--- src/rtl/cp0_unit_if.sv ---
// Bus between the M stage and coprocessor 0: mfc0/mtc0 access, exception
// inputs from the pipe and the flush/redirect request back to it.
interface cp0_unit_if;
   logic [4:0]  rd_addr;
   logic [4:0]  wr_addr;
   logic [31:0] wdata;
   logic        we;
   logic [31:0] pc_m;
   logic        bd_m;
   logic [4:0]  excode_m;
   logic [5:0]  hwint;
   logic        eret;
   logic [31:0] rdata;
   logic [31:0] epc_out;
   logic        int_req;

   modport master (
      output rd_addr, wr_addr, wdata, we, pc_m, bd_m, excode_m, hwint, eret,
      input  rdata, epc_out, int_req
   );

   modport slave (
      input  rd_addr, wr_addr, wdata, we, pc_m, bd_m, excode_m, hwint, eret,
      output rdata, epc_out, int_req
   );
endinterface

--- src/rtl/cp0_unit.sv ---
// Coprocessor 0: SR, Cause, EPC and PRId, interrupt/exception arbitration
// and the single flush/redirect request to the pipeline.
module cp0_unit (
   input logic       clk,
   input logic       reset,
   cp0_unit_if.slave bus
);
   localparam logic [31:0] PRID = 32'h2018_0706;

   logic [5:0]  im_q;
   logic        exl_q;
   logic        ie_q;
   logic        bd_q;
   logic [5:0]  ip_q;
   logic [4:0]  exccode_q;
   logic [31:0] epc_q;

   logic        int_pend;
   logic        exc_pend;
   logic [31:0] victim_pc;
   logic [31:0] sr_val;
   logic [31:0] cause_val;

   // Pending-event arbitration and the EPC value captured on entry.
   always_comb begin
      int_pend  = (|(bus.hwint & im_q)) & ie_q & ~exl_q;
      exc_pend  = (bus.excode_m != 5'd0) & ~exl_q;
      victim_pc = bus.bd_m ? (bus.pc_m - 32'd4) : bus.pc_m;
   end

   assign bus.int_req = int_pend | exc_pend;
   assign bus.epc_out = epc_q;

   // Architectural views of SR and Cause; unimplemented bits read 0.
   always_comb begin
      sr_val    = {16'd0, im_q, 8'd0, exl_q, ie_q};
      cause_val = {bd_q, 15'd0, ip_q, 3'd0, exccode_q, 2'd0};
   end

   // mfc0 read mux, always the pre-edge register contents.
   always_comb begin
      bus.rdata = 32'd0;
      case (bus.rd_addr)
         5'd12:   bus.rdata = sr_val;
         5'd13:   bus.rdata = cause_val;
         5'd14:   bus.rdata = epc_q;
         5'd15:   bus.rdata = PRID;
         default: bus.rdata = 32'd0;
      endcase
   end

   // State update: reset > exception entry > eret > mtc0.
   always_ff @(posedge clk) begin
      if (reset) begin
         im_q      <= 6'd0;
         exl_q     <= 1'b0;
         ie_q      <= 1'b0;
         bd_q      <= 1'b0;
         ip_q      <= 6'd0;
         exccode_q <= 5'd0;
         epc_q     <= 32'd0;
      end else begin
         ip_q <= bus.hwint;
         if (bus.int_req) begin
            exl_q     <= 1'b1;
            exccode_q <= int_pend ? 5'd0 : bus.excode_m;
            bd_q      <= bus.bd_m;
            epc_q     <= {victim_pc[31:2], 2'b00};
         end else if (bus.eret) begin
            exl_q <= 1'b0;
         end else if (bus.we) begin
            case (bus.wr_addr)
               5'd12: begin
                  im_q  <= bus.wdata[15:10];
                  exl_q <= bus.wdata[1];
                  ie_q  <= bus.wdata[0];
               end
               5'd14:   epc_q <= bus.wdata;
               default: ;
            endcase
         end
      end
   end
endmodule

--- src/flat_wrapper.sv ---
// flat-port wrapper written by rule: the top's interface ports become plain ports
module cp0_unit_flat 
  (clk, reset, bus_rd_addr, bus_wr_addr, bus_wdata, bus_we, bus_pc_m, bus_bd_m, bus_excode_m, bus_hwint, bus_eret, bus_rdata, bus_epc_out, bus_int_req);
  cp0_unit_if bus_i ();
  input logic clk;
  input logic reset;
  input wire logic [$bits(bus_i.rd_addr)-1:0] bus_rd_addr;
  input wire logic [$bits(bus_i.wr_addr)-1:0] bus_wr_addr;
  input wire logic [$bits(bus_i.wdata)-1:0] bus_wdata;
  input wire logic [$bits(bus_i.we)-1:0] bus_we;
  input wire logic [$bits(bus_i.pc_m)-1:0] bus_pc_m;
  input wire logic [$bits(bus_i.bd_m)-1:0] bus_bd_m;
  input wire logic [$bits(bus_i.excode_m)-1:0] bus_excode_m;
  input wire logic [$bits(bus_i.hwint)-1:0] bus_hwint;
  input wire logic [$bits(bus_i.eret)-1:0] bus_eret;
  output wire logic [$bits(bus_i.rdata)-1:0] bus_rdata;
  output wire logic [$bits(bus_i.epc_out)-1:0] bus_epc_out;
  output wire logic [$bits(bus_i.int_req)-1:0] bus_int_req;
  assign bus_i.rd_addr = bus_rd_addr;
  assign bus_i.wr_addr = bus_wr_addr;
  assign bus_i.wdata = bus_wdata;
  assign bus_i.we = bus_we;
  assign bus_i.pc_m = bus_pc_m;
  assign bus_i.bd_m = bus_bd_m;
  assign bus_i.excode_m = bus_excode_m;
  assign bus_i.hwint = bus_hwint;
  assign bus_i.eret = bus_eret;
  assign bus_rdata = bus_i.rdata;
  assign bus_epc_out = bus_i.epc_out;
  assign bus_int_req = bus_i.int_req;
  cp0_unit u_core (.clk(clk), .reset(reset), .bus(bus_i));
endmodule
--- config.mk ---
export PLATFORM = sky130hd
export DESIGN_NAME = cp0_unit_flat
export DESIGN_NICKNAME = d
export VERILOG_FILES = /design/src/rtl/cp0_unit_if.sv /design/src/rtl/cp0_unit.sv /design/src/flat_wrapper.sv
export SDC_FILE = /design/constraint.sdc
export NUM_CORES = 1
export LEC_CHECK = 0
export ABC_AREA = 1
export CORE_MARGIN = 2
export CORE_UTILIZATION = 43
export CTS_CLUSTER_SIZE = 24
export DETAILED_ROUTE_END_ITERATION = 8
export PLACE_DENSITY = 0.83
export SLEW_MARGIN = 5
export SYNTH_ARGS = -nofsm -noshare
export SYNTH_HDL_FRONTEND = slang
export SYNTH_SLANG_ARGS = --single-unit
--- constraint.sdc ---
create_clock -name clk -period 2.25 [get_ports clk]
set_clock_uncertainty 0.1 [all_clocks]
set_input_delay 0.45 -clock clk [delete_from_list [all_inputs] [get_ports clk]]
set_output_delay 0.45 -clock clk [all_outputs]
set_load 0.02 [all_outputs]
* Word level (Yosys, flattened, before mapping)
Cells that the tools add are included.
Operators by class: add/sub/neg operators 1, equal/unequal tests 7, muxes and demuxes 11, bitwise operators 8, reductions and logical operators 11
Operator list (number):
- 2-to-1 mux 32 bit | 5
- one-hot mux 32 bit (4 select lines) | 1
- subtractor 32 x 3 -> 32 bit (second input constant) | 1
- equality test 5 x 4 -> 1 bit (second input constant) | 6
- AND 6 bit | 1
- AND reduction 3 bit | 2
- nonzero test 3 bit | 2
- OR reduction 6 bit | 1
- 2-to-1 mux 5 bit | 1
- nonzero test 5 bit | 1
- 2-to-1 mux 1 bit | 4
- AND reduction 4 bit | 1
- nonzero test 2 bit | 2
- AND 1 bit | 3
- inverter 1 bit | 3
- inequality test 2 x 1 -> 1 bit (second input constant) | 1
- AND reduction 2 bit | 1
- OR reduction 2 bit | 1
- OR 1 bit | 1
Word-level totals: flip-flop bits (word level) 52, input port bits 90

* Depth between registers and ports, before layout
Gate-level depths: netlist of run 1.
depth after elaboration 7, mapped depth 13, mapped depth without buffers 13

* Worst setup path after synthesis of run 1
Ideal clock, no wire load.
kind in2out, start point in bus_rd_addr[3], end point out bus_rdata[0], arrival time 1.488 ns, slack 0.212 ns, stages 7, cell sequence nand2_1 > nor2_1 > nand2_1 > inv_1 > clkbuf_1 > nand2_1 > o21ai_0
On the way: word-level cells in the longest chain between the ends 2, elaborated cells between the ends (all ways) 5, classes of those cells 4 x eq/ne; 1 x mux
Ends and longest elaborated chain:
- start: declaration | RTL line flat_wrapper.sv:7 | input wire logic [$bits(bus_i.rd_addr)-1:0] bus_rd_addr;
- equality test 5 x 4 -> 1 bit | RTL line cp0_unit.sv:43 | case (bus.rd_addr)
- one-hot mux 32 bit (4 select lines) (*) | RTL line cp0_unit.sv:43
- end: declaration | RTL line flat_wrapper.sv:16 | output wire logic [$bits(bus_i.rdata)-1:0] bus_rdata;
Mark *: on every way between the ends. The rest lies on a longest branch, timed or not.

* Final worst setup path of run 1
start point in bus_rd_addr[3], end point out bus_rdata[31]
The elaborated chain is that of the path after synthesis.

==> results of run 1 <==
[synth_stat cells, types with 2 or more instances]
cell / number
nand2_1: 188
nor2_1: 92
inv_1: 85
dfxtp_1: 52
o21ai_0: 38
a21oi_1: 33
nand3_1: 32
xor2_1: 11
nand4_1: 10
clkbuf_1: 8
buf_2: 5
nor3_1: 5
o211ai_1: 5
o21ai_1: 4
a211oi_1: 2
buf_6: 2
inv_2: 2
inv_4: 2
nor2_2: 2
nor2_4: 2
o221ai_1: 2
xnor2_1: 2
[per-stage QoR]
stage                     cell area [um2]  TNS, ns
after detailed placement             5600   -18.78
final                                5730        0
after floorplan                      3570        0
after CTS                            5720        0
after global routing                 5730        0
after global placement               5600   -16.82
[sequential cells by signal, summed over array words and instances, names as in the netlist]
| register | cells |
|---|---|
| u_core.bd_q | 1 |
| u_core.bus.epc_out | 32 |
| u_core.exccode_q | 5 |
| u_core.exl_q | 1 |
| u_core.ie_q | 1 |
| u_core.im_q | 6 |
| u_core.ip_q | 6 |
[routing by layer]
layer  up-vias  wire length, um  global-route usage
li1       2313                -                   -
met1      2125             5630               0.369
met2       187             6130               0.510
met3        20             1110              0.0490
met4         0              262              0.0906
met5         -                0                   0
[area by class of cell]
cell class              count  area (um2)  share of cell area
repair buffers            218        2000               0.349
multi-input cells         445        2100               0.366
flip-flops and latches     52        1040               0.182
well taps                 105         131              0.0229
clock buffers               6        82.6              0.0144
inverters                  89         342              0.0596
clock inverters             2        38.8             0.00677
[critical path: stages]
cell           delay (ns)
dlygate4sd2_1        0.24
nand2_1              0.10
nor2_2               0.05
nand2_2              0.11
inv_4                0.06
bufbuf_16            0.27
a22o_1               0.20
buf_2                0.15
[worst paths after layout]
| check | end | startpoint | slack [ns] |
|---|---|---|---|
| max | bus_rdata[31] | bus_rd_addr[3] | 0.07 |
| max reg2reg | u_core.bus.epc_out[22]$_SDFFE_PP0P_ | u_core.im_q[3]$_SDFFE_PP0P_ | 0.46 |
| min | u_core.im_q[4]$_SDFFE_PP0P_ | u_core.im_q[4]$_SDFFE_PP0P_ | 0.38 |
| min reg2reg | u_core.im_q[4]$_SDFFE_PP0P_ | u_core.im_q[4]$_SDFFE_PP0P_ | 0.38 |
[power by group through the flow]
| stage | combinational (mW) | clock [mW] | sequential [mW] |
|---|---|---|---|
| 2_1_floorplan | 0.281 | 0 | 1.10 |
| 3_3_place_gp | 0.741 | 0 | 1.05 |
| 3_5_place_dp | 0.753 | 0 | 1.05 |
| 4_1_cts | 0.756 | 0.690 | 1.03 |
| 5_1_grt | 0.827 | 0.735 | 1.04 |
| 6_report | 0.761 | 0.695 | 1.03 |
[cells by family (layout without fill, tap and decap cells)]
kind of cell    Yosys count  after routing  synth area share
buf+inv                 107            315             0.127
compound gates           92             92             0.145
fa+ha+maj                 1              1           0.00351
flops                    52             52             0.292
xor+xnor                 13             13            0.0319
simple gates            339            339             0.401
[timing repair]
action                     in CTS  in global routing
setup endpoints to repair      33                  7
pin swaps                       0                  0
setup buffers                   2                  0
resized for setup             132                  7
gates cloned                    1                  0
==> metrics, run 1 <==
first-pass GRT wire length=20800 um; CTS Hold Bufs=0; drt pass-1 iters=5; Syn Area/Cell=5.90 um2; initial antenna violation count=0; largest net degree at the start of global routing=31; highest clock rate=458 MHz; GRT Residual Overflow=0; DRT iter0 DRCs=210; Pwr per Cell Area=434 mW/mm2; Seq pwr share=0.415; sw frac=0.306; die area=0.00904 mm2; num rows=33; IO Pins=155; Clock Tree Root=clkbuf_8; port bufs=152; diode count=0; clock share of power=0.280; Synth area leaders=dfxtp_1 (29%), nand2_1 (20%), nor2_1 (9.7%), inv_1 (8.9%), o21ai_0 (5.3%); via count=4645; final setup vio count=0; Tot Pwr=2.49 mW; post-route setup slack=0.0660 ns; Post-synth EDFFs=0; crit start category=primary input; clk sink count=52; critical path fanouts, max=6; HP Class=register to register; dominant cell type by area after synthesis=dfxtp_1; Seq cells post-synth=52; Post-Syn Nets=695; RSZ-0062 raised after global routing=no; Netlist cell types=42; Post-DP HPWL=10500 um; area share of the largest cell type after synthesis=0.292; Placeable Area=0.00813 mm2; Pint=1.73 mW; final wirelength=13100 um; Crit. End Element=output port; reg2reg path depth=11; Clock transition at path regs=0.10 ns; CP arrival=1.63 ns; Max Buffers Root-to-Sink=2; Worst Tran Pin Value=0.368 ns; final hold viol count=0; wire per inst=14.3 um; CP Class=primary input to output port; cts bufs inserted=5; register area share after synthesis=0.292; final core utilization=0.705; vias in the first global route=4411; layout cells sized above 1=0.156; VDD IR max=0.330 mV; synthesized instance count=604; async set-reset flop share out of synthesis=0; Psw=760 uW; Final Cycle Share=0.971; post-route ant nets=0; Die Wd=95.1 um; hold path cells=2; post-DR vias/cell=5.07; Post-Synthesis Cell Area=0.00357 mm2; area grow syn2layout=60.8%; minimum clock period=2.18 ns; commonest non-fill, non-tap cell in the layout=nand2_1; relative slew slack=0.754; Die H=95.1 um; Inst Count DP=906; Finished Layout Cells=917; TritonCTS clock tree=yes; fin nets=902; All-Layer GR Usage=0.293; CTS HTree Levels=2; status=complete, no violations; layout filler cell count=690; leakage power=2.58 nW; max-slew violation count=0; post-place setup slack=-0.605 ns; combinational power share=0.306; RePlAce Congestion=0.961; Min Hold Slack=0.379 ns; Main synth FF type=dfxtp_1; most frequent cells in the layout=nand2_1 (186), clkdlybuf4s50_1 (114), nor2_1 (88); worst-skew pair later-pin latency=0.30 ns; Initial Util=0.438; maxcap violations=0; DRC viols=0; Req. time, crit path=1.70 ns; YS warnings=0
Power figures use the tool's default switching activity.
==> inputs of run 2 (changes only) <==
- GPL_TIMING_DRIVEN: unset -> 0
==> run 2 against run 1 <==
Combinational power down 2%. Clock power shrank 20%. Sequential cell count unchanged. Fmax is 0.55% higher. Critical path type unchanged. Critical endpoint is now bus_rdata[3]. Largest cell class unchanged.
==> metrics, run 2 (synthesis gave the netlist of run 1 again) <==
final wirelength=13900 um (+5.7%); crit start category=primary input; Finished Layout Cells=884 (-3.6%); die area=0.00904 mm2 (unchanged); DRC viols=0 (unchanged); Clock Tree Root=clkbuf_8; R2R Path Start=u_core.im_q[5]$_SDFFE_PP0P_; most frequent cells in the layout=nand2_1 (179), clkdlybuf4s50_1 (102), inv_1 (81); diode count=0 (unchanged); CP Class=primary input to output port; first-pass GRT wire length=20700 um (-0.73%); worst-skew pair later-pin latency=0.31 ns (about the same); Initial Util=0.438 (unchanged); max-slew violation count=0 (unchanged); final instance area=0.00545 mm2 (-4.9%); post-route ant nets=0 (unchanged); layout cells sized above 1=0.139 (-0.0178); num rows=33 (unchanged); CP arrival=1.62 ns (about the same); Final Cycle Share=0.965 (-0.00534); max reg flops=32 (unchanged); critical path fanouts, max=6 (unchanged); Max Buffers Root-to-Sink=2 (unchanged); wire per inst=15.7 um (+9.6%); relative slew slack=0.556 (-0.198); minimum clock period=2.17 ns (-0.0120 ns); clk sink count=52 (unchanged); Inst Count DP=861 (-5.0%); Worst Tran Pin Value=0.666 ns (+0.297 ns); All-Layer GR Usage=0.300 (+0.00725); status=complete, no violations; Crit. End Element=output port; vias in the first global route=4038 (-8.5%); GRT Residual Overflow=0 (unchanged); largest net degree at the start of global routing=17 (-45%); Die H=95.1 um (unchanged); leakage power=2.45 nW (-5.3%); reg2reg path depth=10 (-1); IO Pins=155 (unchanged); Clock transition at path regs=0.10 ns (about the same); Post-DP HPWL=10600 um (+1.0%); Placeable Area=0.00813 mm2 (unchanged); final hold viol count=0 (unchanged); Pwr per Cell Area=428 mW/mm2 (-1.4%); hold path cells=2 (unchanged); Critical Path End=bus_rdata[3]; reg2reg end=u_core.im_q[1]$_SDFFE_PP0P_; drt pass-1 iters=5 (unchanged); commonest non-fill, non-tap cell in the layout=nand2_1; TritonCTS clock tree=yes; final setup vio count=0 (unchanged); fin nets=869 (-3.7%); DRT iter0 DRCs=207 (-1.4%); r2r setup slk=0.46 ns (about the same); CTS HTree Levels=2 (unchanged); via count=4554 (-2.0%); RePlAce Congestion=0.928 (-3.5%); VDD IR max=0.291 mV (-12%); highest clock rate=460 MHz (+0.55%); area grow syn2layout=52.9%; HP Class=register to register; Die Wd=95.1 um (unchanged); CTS Hold Bufs=0 (unchanged); initial antenna violation count=0 (unchanged); post-DR vias/cell=5.15 (+1.7%); cts bufs inserted=5 (unchanged); Worst Setup SP=bus_rd_addr[2]; port bufs=152 (unchanged); layout filler cell count=755 (+9.4%); maxcap violations=0 (unchanged); Post-Place Cell Area=0.00522 mm2 (-6.9%); Req. time, crit path=1.70 ns (about the same)
## run 2: cell count changes in the layout (fill, tap and decap cells not counted), sizes merged
cell,before,now
buf,83,48
bufbuf,1,0
bufinv,1,0
clkbuf,6,17
clkdlybuf4s15,15,6
clkdlybuf4s50,114,102
clkinvlp,0,1
dlygate4sd2,5,15
dlymetal6s2s,0,2
nand2,189,190
## run 2: critical path, cell delays in order
cell and delay [ns]:
dlygate4sd2_1 0.21, nand2_2 0.10, nor2_4 0.15, nand2_4 0.12, inv_6 0.11, clkbuf_16 0.15, nand2_1 0.06, o21ai_1 0.09
buf_4 0.16
## run 2: where the power goes
| part | internal [mW] | leakage [nW] | total (mW) | switching (mW) |
|---|---|---|---|---|
| clock network | 0.223 | 0.0414 | 0.556 | 0.334 |
| logic | 0.348 | 1.98 | 0.748 | 0.400 |
| registers | 0.985 | 0.430 | 1.03 | 0.0440 |
## run 2: stage by stage
| step | setup TNS (ns) | hold WS [ns] | util | setup WS, ns | power, mW |
|---|---|---|---|---|---|
| after floorplan | 0 | 0.344 | - | 0.212 | 1.38 |
| after global placement | -41.70 | 0.359 | 0.642 | -1.45 | 1.75 |
| after detailed placement | -44.11 | 0.370 | 0.642 | -1.49 | 1.76 |
| after CTS | -0.0154 | 0.383 | 0.667 | -0.0154 | 2.32 |
| after global routing | -0.0354 | 0.393 | 0.671 | -0.0216 | 2.44 |
| final | 0 | 0.384 | 0.671 | 0.0780 | 2.33 |
## run 2: how the worst min path moves through the flow
stage	start	endpoint	slack (ns)
after global placement	u_core.im_q[5]$_SDFFE_PP0P_	u_core.im_q[5]$_SDFFE_PP0P_	0.36
after floorplan	u_core.im_q[5]$_SDFFE_PP0P_	u_core.im_q[5]$_SDFFE_PP0P_	0.34
final	u_core.im_q[3]$_SDFFE_PP0P_	u_core.im_q[3]$_SDFFE_PP0P_	0.38
after CTS	u_core.im_q[5]$_SDFFE_PP0P_	u_core.im_q[5]$_SDFFE_PP0P_	0.38
after global routing	bus_hwint[4]	u_core.ip_q[4]$_SDFF_PP0_	0.39
after detailed placement	u_core.im_q[5]$_SDFFE_PP0P_	u_core.im_q[5]$_SDFFE_PP0P_	0.37
## run 2: area by class of cell
cell class | count | area (um2) | share of cell area
buffer | 18 | 166 | 0.0305
sequential | 52 | 1040 | 0.191
tap | 105 | 131 | 0.0241
clock buffer | 6 | 72.6 | 0.0133
timing repair buffer | 166 | 1510 | 0.277
multi-input combinational | 446 | 2170 | 0.398
inverter | 89 | 347 | 0.0635
clock inverter | 2 | 16.3 | 0.00298
## run 2: timing repair
item,in CTS,in global routing
setup endpoints to repair,42,16
gates resized for setup,197,13
buffers inserted,12,1
gates cloned,2,0
pin swaps,14,1
endpoints found under the hold margin,0,0
## run 2: routing by layer
metal	vias to the layer above	wire (um)	GRT usage
met1	2067	5730	0.387
met5	-	0	0
li1	2253	-	-
met3	29	1120	0.0403
met2	205	6750	0.526
met4	0	271	0.0797
